File: config.mk
export PLATFORM = sky130hd
export DESIGN_NAME = ysyx_22050019_wbu
export DESIGN_NICKNAME = d
export VERILOG_FILES = /design/src/rtl/ysyx_22050019_pkg.sv /design/src/rtl/ysyx_22050019_load_ext.sv /design/src/rtl/ysyx_22050019_wbu.sv
export SDC_FILE = /design/constraint.sdc
export NUM_CORES = 1
export LEC_CHECK = 0
export BUFFER_PORTS_ARGS = -buffer_cell sky130_fd_sc_hd__buf_2
export CAP_MARGIN = 20
export CORE_AREA = 5 5 159 161
export DETAILED_ROUTE_END_ITERATION = 8
export DIE_AREA = 0 0 164 166
export PLACE_DENSITY = 0.84
export SYNTH_ARGS = -nofsm -noshare
export SYNTH_HDL_FRONTEND = slang
export SYNTH_SLANG_ARGS = --single-unit
File: constraint.sdc
create_clock -name clk -period 2.5 [get_ports clk]
set_input_delay 0.375 -clock clk [delete_from_list [all_inputs] [get_ports clk]]
set_output_delay 0.375 -clock clk [all_outputs]
set_load 0.02 [all_outputs]
File: src/rtl/ysyx_22050019_pkg.sv
// Shared types and constants for the ysyx_22050019 write-back unit.
package ysyx_22050019_pkg;

   localparam int DATA_WIDTH = 64;

   // Load access size, as encoded by the execute/memory stage.
   typedef enum logic [1:0] {
      LD_B = 2'd0,
      LD_H = 2'd1,
      LD_W = 2'd2,
      LD_D = 2'd3
   } ld_size_e;

   // Write-back sequencing states.
   typedef enum logic [1:0] {
      IDLE     = 2'd0,
      WAIT_MEM = 2'd1,
      WRITE    = 2'd2
   } wbu_state_e;

endpackage

File: src/rtl/ysyx_22050019_load_ext.sv
// Load data extraction: picks the addressed lane out of an aligned
// doubleword and sign- or zero-extends it to 64 bits. Misaligned low
// address bits are simply dropped; no fault is raised here.
module ysyx_22050019_load_ext
   import ysyx_22050019_pkg::*;
(
   input  logic [63:0] rdata,
   input  logic [2:0]  addr,
   input  ld_size_e    size,
   input  logic        uns,
   output logic [63:0] data
);

   logic [2:0]  lane;
   logic [63:0] shifted;

   // Lane select, shift the addressed bytes down, then extend.
   always_comb begin
      // NOTE: every output of a combinational block gets a default first so no latch is inferred.
      lane    = 3'd0;
      data    = '0;
      case (size)
         LD_B:    lane = addr;
         LD_H:    lane = {addr[2:1], 1'b0};
         LD_W:    lane = {addr[2], 2'b00};
         default: lane = 3'd0;
      endcase
      shifted = rdata >> {lane, 3'b000};
      case (size)
         LD_B:    data = uns ? {56'd0, shifted[7:0]}  : {{56{shifted[7]}},  shifted[7:0]};
         LD_H:    data = uns ? {48'd0, shifted[15:0]} : {{48{shifted[15]}}, shifted[15:0]};
         LD_W:    data = uns ? {32'd0, shifted[31:0]} : {{32{shifted[31]}}, shifted[31:0]};
         default: data = shifted;
      endcase
   end

endmodule

File: src/rtl/ysyx_22050019_wbu.sv
// Write-back unit: retires instructions into the integer register file,
// waiting for load data where needed, and pulses commit for difftest.
module ysyx_22050019_wbu #(
   parameter int DATA_WIDTH = ysyx_22050019_pkg::DATA_WIDTH,
   parameter int ADDR_WIDTH = 5
) (
   input  logic                  clk,
   input  logic                  rst_n,
   input  logic                  in_valid,
   output logic                  in_ready,
   input  logic [DATA_WIDTH-1:0] in_pc,
   input  logic [ADDR_WIDTH-1:0] in_rd,
   input  logic                  in_rd_wen,
   input  logic [DATA_WIDTH-1:0] in_res,
   input  logic                  in_is_load,
   input  logic [1:0]            in_ld_size,
   input  logic                  in_ld_uns,
   input  logic                  mem_rvalid,
   output logic                  mem_rready,
   input  logic [63:0]           mem_rdata,
   output logic                  rf_wen,
   output logic [ADDR_WIDTH-1:0] rf_waddr,
   output logic [DATA_WIDTH-1:0] rf_wdata,
   output logic                  commit_valid,
   output logic [DATA_WIDTH-1:0] commit_pc,
   output logic                  busy_rd_valid,
   output logic [ADDR_WIDTH-1:0] busy_rd
);

   import ysyx_22050019_pkg::*;

   wbu_state_e            state;
   logic [DATA_WIDTH-1:0] pc_q;
   logic [ADDR_WIDTH-1:0] rd_q;
   logic                  wen_q;
   logic [2:0]            addr_q;
   ld_size_e              size_q;
   logic                  uns_q;
   logic [63:0]           ld_data;

   assign in_ready   = (state != WAIT_MEM);
   assign mem_rready = (state == WAIT_MEM);

   ysyx_22050019_load_ext u_load_ext (
      .rdata (mem_rdata),
      .addr  (addr_q),
      .size  (size_q),
      .uns   (uns_q),
      .data  (ld_data)
   );

   // Sequencer: accept, optionally wait for load data, then retire for one cycle.
   always_ff @(posedge clk or negedge rst_n) begin
      if (!rst_n) begin
         state         <= IDLE;
         pc_q          <= '0;
         rd_q          <= '0;
         wen_q         <= 1'b0;
         addr_q        <= '0;
         size_q        <= LD_B;
         uns_q         <= 1'b0;
         rf_wen        <= 1'b0;
         rf_waddr      <= '0;
         rf_wdata      <= '0;
         commit_valid  <= 1'b0;
         commit_pc     <= '0;
         busy_rd_valid <= 1'b0;
         busy_rd       <= '0;
      end else begin
         // NOTE: state and registered outputs use non-blocking assignment so every read sees the pre-edge value.
         case (state)
            WAIT_MEM: begin
               // Hold indefinitely until the load beat arrives.
               if (mem_rvalid) begin
                  state        <= WRITE;
                  rf_wen       <= wen_q && (rd_q != '0);
                  rf_waddr     <= rd_q;
                  rf_wdata     <= ld_data;
                  commit_valid <= 1'b1;
                  commit_pc    <= pc_q;
               end
            end
            default: begin
               // IDLE or WRITE: the retire pulse drops unless a new non-load follows.
               state         <= IDLE;
               rf_wen        <= 1'b0;
               commit_valid  <= 1'b0;
               busy_rd_valid <= 1'b0;
               busy_rd       <= '0;
               if (in_valid) begin
                  pc_q          <= in_pc;
                  rd_q          <= in_rd;
                  wen_q         <= in_rd_wen;
                  addr_q        <= in_res[2:0];
                  size_q        <= ld_size_e'(in_ld_size);
                  uns_q         <= in_ld_uns;
                  busy_rd_valid <= in_rd_wen && (in_rd != '0);
                  busy_rd       <= (in_rd_wen && (in_rd != '0)) ? in_rd : '0;
                  if (in_is_load) begin
                     state <= WAIT_MEM;
                  end else begin
                     state        <= WRITE;
                     rf_wen       <= in_rd_wen && (in_rd != '0);
                     rf_waddr     <= in_rd;
                     rf_wdata     <= in_res;
                     commit_valid <= 1'b1;
                     commit_pc    <= in_pc;
                  end
               end
            end
         endcase
      end
   end

endmodule

==> impl_metrics.py <==
metrics = {
    "yosys": {
        "ys_seq_area_share_pct": 50.1,
        "synth-seq-cells": 218,
        "yosys-top-cells-area": "dfrtp_1 (50%), nand2_1 (17%), a31oi_1 (4.9%)",
        "synth_area_leader_cell": "dfrtp_1",
        "synthesis.area_sq_mm": 0.0109,
        "synth.distinct_cells": 55,
        "synth_edf_count": 0,
        "yosys_warnings": 0,
        "synthCells": 1282,
        "synth-async-reset-ratio_pct": 100,
        "syn_avg_cell_area_sq_um": 8.49,
        "ys.flop_type": "dfrtp_1",
        "netlist.area_leader.share_pct": 50.1,
        "syn_nets": 1488,
    },
    "route": {
        "first_iter_violations": 1329,
        "via_count": 10900,
        "drt.antenna.violating_nets": 0,
        "wl_per_cell_microns": 19.6,
        "routed_wl_mm": 37.9,
        "drcViolationCount": 0,
        "via_per_inst": 5.64,
        "dr.pass1.iters": 8,
    },
    "clock_network": {
        "clockBufferDepth": 3,
        "clock_latency_ns": 0.54,
        "root_buffer": "clkbuf_16",
        "cts.htree.levels": 1,
        "cts_tree": "built",
        "cts_num_sinks": 218,
        "clk_pin_slew_ns": 0.06,
        "numCtsBuffers": 25,
        "post_cts_resized": 0,
        "post_cts_buffers": 0,
        "hold_buffers": 1,
    },
    "timing": {
        "finalMaxSlewViolations": 0,
        "worstMarginPinSlew_ns": 0.820,
        "finalSetupViolCount": 0,
        "fmax_ghz": 0.425,
        "hold_viol": 0,
        "fin_crit_sh_pct": 94.1,
        "max_slew_margin_pct": 44.6,
        "period_minus_slack_ns": 2.35,
        "setup-tns-final_ns": 0,
        "grt_setup_unrepaired": "no",
        "skew_ns": 0.0135,
    },
    "finish": {
        "final_common_cell": "nand2_1",
        "finalInstanceArea_sq_mm": 0.0138,
        "mostFrequentLayoutCells": "nand2_1 (478), buf_2 (347), dfrtp_1 (218)",
        "area_growth_pct": 27.2,
        "final_nets": 1795,
        "final_util_pct": 58.1,
        "instances_no_fill": 1933,
        "drive_above_1_share_pct": 30.2,
    },
    "global_route": {
        "antenna_found_initial": 3,
        "overflow": 0,
        "grt_pass1_vias": 10900,
        "grtUsageTotal_pct": 27.3,
        "grt_pass1_wl_mm": 60.2,
        "grt_start_max_net_pins": 139,
    },
    "die": {
        "ios": 349,
        "die-width_microns": 164,
        "row_count": 57,
        "coreArea_sq_mm": 0.0238,
        "die_height_microns": 166,
        "initial_utilization_pct": 45.7,
        "dieArea_sq_mm": 0.0272,
    },
    "setup_path": {
        "cp-start-kind": "flop",
        "rr_worst_depth": 8,
        "crit_arrival_ns": 1.98,
        "crit_path_end_kind": "output port",
        "rrSetupSlack_ns": 0.19,
        "path_class": "reg2out",
        "cp_data_required_time_ns": 2.12,
        "crit_path_start": "state[1]",
        "r2r_end": "rf_wdata[30]",
        "cp_max_fo": 138,
        "rr_startpoint": "size_q[0]",
    },
    "min_path": {
        "holdCritPathClass": "in2reg",
        "hold_path_depth": 3,
        "min_from": "in_ld_uns",
        "hold_end": "uns_q",
    },
    "placed_design": {
        "post-dp-hpwl_mm": 26.9,
        "portBuffers": 348,
        "place_congestion": 0.988,
        "dp_cells": 1885,
        "post_dp_cell_area_sq_mm": 0.0130,
    },
    "pwr": {
        "leakage_nw": 6.65,
        "vdd_drop_max_v": 0.000510,
        "power_density_mw_per_mm2": 934,
        "finalPower_w": 0.0129,
    },
    "outcome": {
        "status": "finished, final reports clean",
    },
    "flow_run": {
        "drv_cap": 0,
    },
}
## synthesized netlist by cell type, types with 2 or more instances
master	count
nand2_1	479
dfrtp_1	218
nor2_1	127
a31oi_1	85
clkbuf_1	75
nor3_1	50
a211oi_2	41
o21ai_0	36
nand3_1	16
a21oi_1	14
mux2i_1	12
o211ai_1	12
mux4_2	11
buf_1	9
a211oi_1	8
buf_2	8
a221oi_1	7
and2_1	6
buf_6	6
a32o_1	5
buf_4	5
inv_1	5
nand2b_1	5
a22oi_1	3
a21o_1	2
and2_0	2
nand3b_1	2
nor2_2	2
nor2b_1	2
nor4bb_1	2
o22a_1	2
o22ai_1	2
## power by group
part,internal (W),total [W],switching (W)
sequential,0.00438,0.00492,0.000533
clock,0.00221,0.00369,0.00149
combinational,0.00151,0.00432,0.00281
## state kept, by name (all words and copies together) (netlist names)
name and count:
pc_q 64, rf_wdata 64, size_q 2, commit_pc 64
rd_q 5, state 2, rf_wen 1, busy_rd 5
rf_waddr 5, busy_rd_valid 1, addr_q 3, uns_q 1
wen_q 1
## logic make-up (layout without fill, tap and decap cells)
kind of cell | count (synthesis) | count (layout) | synth area share [%]
AND/OR/NAND/NOR | 700 | 700 | 25.7
flip-flops | 218 | 218 | 50.1
other | 0 | 3 | 0
buffers and inverters | 109 | 433 | 4.44
AO/OA/AOI/OAI | 231 | 231 | 16.2
multiplexers | 24 | 24 | 3.48
## through the flow
step	hold WS, ns	worst slack (ns)
after CTS	0.0118	0.120
after global placement	0.408	0.284
after detailed placement	0.405	0.230
after floorplan	0.0794	0.465
after global routing	0.0374	0.0334
final	0.0360	0.147
## worst max-delay path by stage
stage / cells after the start / end
after floorplan: 9 / rf_wdata[35]
after global placement: 8 / rf_wdata[29]
after detailed placement: 8 / rf_wdata[30]
after CTS: 4 / mem_rready
after global routing: 4 / mem_rready
final: 4 / mem_rready
## layer usage
metal	vias to the layer above	global-route usage [%]	routed length (microns)
met5	-	0	11
met4	2	10.5	1700
met3	133	6.38	3610
met2	617	43.3	17800
met1	5196	36.4	14800
li1	4961	-	-
## cell type report
cell class	instances	area [sq um]
Antenna cell	3	7.51
Clock buffer	38	724
Clock inverter	6	97.6
Fill cell	2146	9970
Inverter	6	30.0
Multi-Input combinational cell	955	4970
Sequential cell	218	5460
Tap cell	324	405
Timing Repair Buffer	383	2150
## worst max-delay path, stage by stage (launching register included)
cell and delay [ns]:
dfrtp_1 0.37, nand2b_4 0.19, inv_4 0.08, buf_12 0.46, buf_2 0.29
(Power assumes the default switching activity.)
